==> src/rtl/encoder_req_sched.sv <==
// Absolute-encoder read scheduler: arbitrates DSP and periodic requests, supervises
// one transceiver transaction at a time, publishes a coherent frame snapshot and interval.
module encoder_req_sched #(
    parameter int unsigned CLK_MHZ     = 30,
    parameter int unsigned TIMEOUT_CYC = 3000
) (
    input  logic        clk_in,
    input  logic        rst_n_in,
    input  logic        dsp_req,
    input  logic        auto_en,
    input  logic [15:0] auto_period,
    input  logic        err_clr,
    output logic        tx_start,
    input  logic        rx_done,
    input  logic        rx_crc_err,
    input  logic [63:0] rx_frame,
    output logic [63:0] rx_data,
    output logic        data_valid,
    output logic [7:0]  time_interval,
    output logic        busy,
    output logic        last_src,
    output logic        timeout_err,
    output logic [7:0]  err_cnt
);

    localparam int unsigned TO_W_RAW  = $clog2(TIMEOUT_CYC + 1);
    localparam int unsigned TO_W      = (TO_W_RAW > 0) ? TO_W_RAW : 1;
    localparam int unsigned PRE_W_RAW = $clog2(CLK_MHZ + 1);
    localparam int unsigned PRE_W     = (PRE_W_RAW > 0) ? PRE_W_RAW : 1;
    localparam int unsigned TMR_W     = 16;
    localparam int unsigned CNT_W     = 8;

    typedef enum logic [1:0] {
        S_IDLE  = 2'd0,
        S_START = 2'd1,
        S_WAIT  = 2'd2
    } state_t;

    state_t             state;
    logic               dsp_pend;
    logic               auto_pend;
    logic               cur_src;
    logic [TO_W-1:0]    to_cnt;
    logic [TMR_W-1:0]   tmr;
    logic [PRE_W-1:0]   pre;
    logic [CNT_W-1:0]   us_cnt;

    logic               timer_run_c;
    logic               timer_hit_c;
    logic               us_tick_c;
    logic [CNT_W-1:0]   us_nxt_c;
    logic               good_c;
    logic               to_expire_c;
    logic [CNT_W-1:0]   err_base_c;
    logic [CNT_W-1:0]   err_inc_c;

    // Periodic request timer
    assign timer_run_c = auto_en && (auto_period != '0);
    assign timer_hit_c = timer_run_c && (tmr == (auto_period - TMR_W'(1)));

    always_ff @(posedge clk_in or negedge rst_n_in) begin
        if (!rst_n_in) begin
            tmr <= '0;
        end else if (!timer_run_c || timer_hit_c) begin
            tmr <= '0;
        end else begin
            tmr <= tmr + TMR_W'(1);
        end
    end

    // Microsecond interval counter; the captured value includes the current edge's tick
    assign us_tick_c = (pre == PRE_W'(CLK_MHZ - 1));
    assign us_nxt_c  = (us_tick_c && (us_cnt != {CNT_W{1'b1}})) ? us_cnt + CNT_W'(1) : us_cnt;
    assign good_c    = (state == S_WAIT) && rx_done && !rx_crc_err;

    always_ff @(posedge clk_in or negedge rst_n_in) begin
        if (!rst_n_in) begin
            pre    <= '0;
            us_cnt <= '0;
        end else if (good_c) begin
            pre    <= '0;
            us_cnt <= '0;
        end else begin
            pre    <= us_tick_c ? '0 : pre + PRE_W'(1);
            us_cnt <= us_nxt_c;
        end
    end

    // A clear coincident with a new error yields a count of exactly one
    assign to_expire_c = (to_cnt == TO_W'(TIMEOUT_CYC - 1));
    assign err_base_c  = err_clr ? '0 : err_cnt;
    assign err_inc_c   = (err_base_c == {CNT_W{1'b1}}) ? err_base_c : err_base_c + CNT_W'(1);

    // Transaction sequencer with registered outputs
    always_ff @(posedge clk_in or negedge rst_n_in) begin
        if (!rst_n_in) begin
            state         <= S_IDLE;
            dsp_pend      <= 1'b0;
            auto_pend     <= 1'b0;
            cur_src       <= 1'b0;
            to_cnt        <= '0;
            tx_start      <= 1'b0;
            rx_data       <= '0;
            data_valid    <= 1'b0;
            time_interval <= '0;
            busy          <= 1'b0;
            last_src      <= 1'b0;
            timeout_err   <= 1'b0;
            err_cnt       <= '0;
        end else begin
            tx_start   <= 1'b0;
            data_valid <= 1'b0;
            dsp_pend   <= dsp_pend | dsp_req;
            auto_pend  <= auto_pend | timer_hit_c;
            if (err_clr) begin
                timeout_err <= 1'b0;
                err_cnt     <= '0;
            end

            case (state)
                S_IDLE: begin
                    if (dsp_pend || auto_pend) begin
                        state    <= S_START;
                        tx_start <= 1'b1;
                        busy     <= 1'b1;
                        cur_src  <= dsp_pend;
                    end
                end

                S_START: begin
                    // Launch consumes both flags; requests in this cycle re-arm them
                    dsp_pend  <= dsp_req;
                    auto_pend <= timer_hit_c;
                    to_cnt    <= '0;
                    state     <= S_WAIT;
                end

                S_WAIT: begin
                    to_cnt <= to_cnt + TO_W'(1);
                    if (rx_done) begin
                        state    <= S_IDLE;
                        busy     <= 1'b0;
                        last_src <= cur_src;
                        if (!rx_crc_err) begin
                            rx_data       <= rx_frame;
                            data_valid    <= 1'b1;
                            time_interval <= us_nxt_c;
                        end else begin
                            err_cnt <= err_inc_c;
                        end
                    end else if (to_expire_c) begin
                        state       <= S_IDLE;
                        busy        <= 1'b0;
                        last_src    <= cur_src;
                        timeout_err <= 1'b1;
                        err_cnt     <= err_inc_c;
                    end
                end

                default: begin
                    state <= S_IDLE;
                    busy  <= 1'b0;
                end
            endcase
        end
    end

endmodule

==> config.mk <==
export PLATFORM = sky130hd
export DESIGN_NAME = encoder_req_sched
export DESIGN_NICKNAME = d
export VERILOG_FILES = /design/src/rtl/encoder_req_sched.sv
export SDC_FILE = /design/constraint.sdc
export NUM_CORES = 1
export LEC_CHECK = 0
export CORE_MARGIN = 3
export CORE_UTILIZATION = 48
export CTS_CLUSTER_DIAMETER = 40
export DETAILED_ROUTE_END_ITERATION = 8
export PLACE_DENSITY = 0.8
export RECOVER_POWER = 50
export REMOVE_ABC_BUFFERS = 1
export SLEW_MARGIN = 20
export SYNTH_ARGS = -nofsm -noshare
export SYNTH_HDL_FRONTEND = slang
export SYNTH_SLANG_ARGS = --single-unit
==> constraint.sdc <==
create_clock -name clk_in -period 2.7 [get_ports clk_in]
set_input_delay 0.54 -clock clk_in [delete_from_list [all_inputs] [get_ports clk_in]]
set_output_delay 0.54 -clock clk_in [all_outputs]
set_load 0.02 [all_outputs]
==> flow_metrics.env <==
export IMPL_dpl_cell_count=1012
export IMPL_start_kind="input port"
export IMPL_final_cells=1044
export IMPL_num_nets_final=961
export IMPL_ant_nets=0
export IMPL_cts_hold_buf=0
export IMPL_crit_buf_inv=4
export IMPL_synth_area_leaders="dfrtp_1 (54%), nand2_1 (14%), xor2_1 (4.2%)"
export IMPL_drive_gt1_share_pct=8.90
export IMPL_n_antenna_cell=0
export IMPL_synthFlopType="dfrtp_1"
export IMPL_yosysSeqAreaShare_pct=53.9
export IMPL_synth_area_leader_cell="dfrtp_1"
export IMPL_wl_per_cell_um=15.8
export IMPL_drtIter0Drc=322
export IMPL_synthesis_area_um2=6080
export IMPL_p_sw_share_pct=36.1
export IMPL_power_mw=8.10
export IMPL_gp_congestion=0.931
export IMPL_clk_path_buf_depth=2
export IMPL_setup_viol=0
export IMPL_highest_layer="met4"
export IMPL_place_area_um2=8210
export IMPL_fin_crit_sh_pct=95.3
export IMPL_p_leak_nw=4.03
export IMPL_p_seq_share_pct=36.9
export IMPL_io_pins=172
export IMPL_via_count=5399
export IMPL_cpPeakStageDelay_ns=0.52
export IMPL_dp_hpwl_um=12200
export IMPL_drv_slew=0
export IMPL_holdWs_ns=0.364
export IMPL_drt_vias_per_instance=5.17
export IMPL_powerDensity_nw_per_um2=927
export IMPL_p_clk_share_pct=25.2
export IMPL_clk_pin_slew_ns=0.06
export IMPL_yosysWarningCount=0
export IMPL_area_growth_pct=43.7
export IMPL_post_cts_buffers=0
export IMPL_rsz0062_at_grt="false"
export IMPL_final_util_pct=71.5
export IMPL_cp_max_fo=16
export IMPL_ys_seq_elements=131
export IMPL_critPathKind="in2reg"
export IMPL_setup_worst_path_end_class="register"
export IMPL_fill_cells=921
export IMPL_start_util_pct=49.8
export IMPL_slowest_stage="clkdlybuf4s50_1"
export IMPL_synth_commonest_cells="nand2_1 (231), dfrtp_1 (131), nor2_1 (32)"
export IMPL_synth_cell_types=50
export IMPL_yosysTopAreaCellShare_pct=53.9
export IMPL_insertion_delay_ns=0.41
export IMPL_postSynthAreaPerCell_um2=9.18
export IMPL_grt_pass1_vias=5464
export IMPL_synth_edf_count=0
export IMPL_cts_htree_levels=4
export IMPL_slew_headroom_pct=19.0
export IMPL_fin_skew_ns=0.00662
export IMPL_power_switching_mw=2.92
export IMPL_pwr_share_comb_pct=37.9
export IMPL_wl_met1_um=6570
export IMPL_timing_fmax_ghz=0.388
export IMPL_finalInstanceArea_um2=8730
export IMPL_route_met3_wl_um=653
export IMPL_ir_worst_vdd_mv=0.607
export IMPL_synth_most_common_cell="nand2_1"
export IMPL_place_ws_ns=-0.330
export IMPL_cts_buffers_inserted=17
export IMPL_drcViolationCount=0
export IMPL_cts_resized=0
export IMPL_rows=40
export IMPL_finalHoldViolCount=0
export IMPL_internal_power_mw=5.17
export IMPL_worst_pin_slew_ns=1.21
export IMPL_crit_chain="clkdlybuf4s50_1, inv_1, ha_1, nor2b_2, buf_4, a21o_1, a211oi_1, nand4_1, a2111oi_4, buf_12, nor3_1"
export IMPL_synthCells=662
export IMPL_hp_class="in2async"
export IMPL_die_w_um=119
export IMPL_die_h_um=119
export IMPL_postSynth_asyncResetShare_pct=100
export IMPL_core_area_um2=12200
export IMPL_grt_max_degree=74
export IMPL_wl_um=16500
export IMPL_cts_tree="built"
export IMPL_grt_overflow_total=0
export IMPL_numClockSinks=131
export IMPL_grt_pass1_wl_um=27000
export IMPL_wl_met2_um=8650
export IMPL_period_needed_ns=2.57
export IMPL_groute_usage_overall_pct=23.7
export IMPL_cts_root_buf="clkbuf_16"
export IMPL_maxCapViolCount=0
export IMPL_dieArea_um2=14000
export IMPL_cp_arrival_ns=2.86
export IMPL_antenna_found_initial=0
export IMPL_outcome="completed"
export IMPL_fin_ws_ns=0.126
export IMPL_required_ns=2.99
export IMPL_drt_first_pass_iters=6
export IMPL_finalSetupTns_ns=0
export IMPL_io_buffers=171
export IMPL_critical_path_top_delay_family="buffers and inverters"
-- cell usage in the layout (no fill, tap or decap), types with 9 or more instances in the layout --
cell,Yosys,layout
buf_4,0,29
ha_1,11,11
clkdlybuf4s50_1,0,145
nor3_1,27,27
and3_1,11,11
o21ai_0,21,21
nand4_1,9,9
xnor2_1,24,24
inv_1,13,13
dlygate4sd3_1,0,25
dfrtp_1,131,131
nor2_1,32,32
xor2_1,29,29
nand3_1,29,29
nand2_1,231,231
clkbuf_16,0,17
-- power groups by stage --
stage	sequential [mW]	combinational, mW	clock (mW)
5_1_grt	3.07	3.30	2.16
3_5_place_dp	3.02	3.14	0
6_report	2.99	3.07	2.04
2_1_floorplan	3.63	0.880	0
3_3_place_gp	2.98	3.05	0
4_1_cts	3.00	3.16	2.09
-- worst paths after layout --
kind / start / to / slack (ns) / cells past startpoint
max: auto_period[1] / tmr[3] / 0.13 / 11
min: rst_n_in / tmr[11] / 0.36 / 1
max reg2reg: to_cnt[0] / err_cnt[5] / 0.47 / 8
min reg2reg: rx_data[18] / rx_data[18] / 0.47 / 2
max in group asynchronous: rst_n_in / rx_data[35] / 0.52 / 2
min in group clk_in: rx_data[18] / rx_data[18] / 0.47 / 2
-- cell type report --
cell class / count / area (µm²) / area share [%]
Sequential cell: 131 / 3280 / 37.5
Clock buffer: 20 / 447 / 5.11
Timing Repair Buffer: 206 / 2000 / 22.9
Inverter: 14 / 52.6 / 0.602
Multi-Input combinational cell: 493 / 2670 / 30.5
Tap cell: 168 / 210 / 2.41
Clock inverter: 12 / 82.6 / 0.946
-- routing by layer --
metal,vias to the layer above,GRT usage [%]
met1,2599,27.5
met3,53,4.83
met4,0,11.8
li1,2594,-
met2,153,41.5
met5,-,0
-- logic make-up after synthesis --
family | after synthesis | share of synthesized area (%)
buffers and inverters | 38 | 2.47
flip-flops | 131 | 53.9
AND/OR/NAND/NOR | 371 | 26.8
adder cells (fa/ha/maj) | 11 | 2.26
XOR/XNOR | 53 | 7.64
multiplexers | 6 | 1.05
AO/OA/AOI/OAI | 52 | 5.83
-- flip-flops by register name (all words and copies together) (netlist names) --
| signal | flops |
|---|---|
| auto_pend | 1 |
| busy | 1 |
| cur_src | 1 |
| data_valid | 1 |
| dsp_pend | 1 |
| err_cnt | 8 |
| last_src | 1 |
| pre | 5 |
| rx_data | 64 |
| state | 2 |
| time_interval | 8 |
| timeout_err | 1 |
| tmr | 16 |
| to_cnt | 12 |
| tx_start | 1 |
| us_cnt | 8 |
Power figures use the tool's default switching activity.
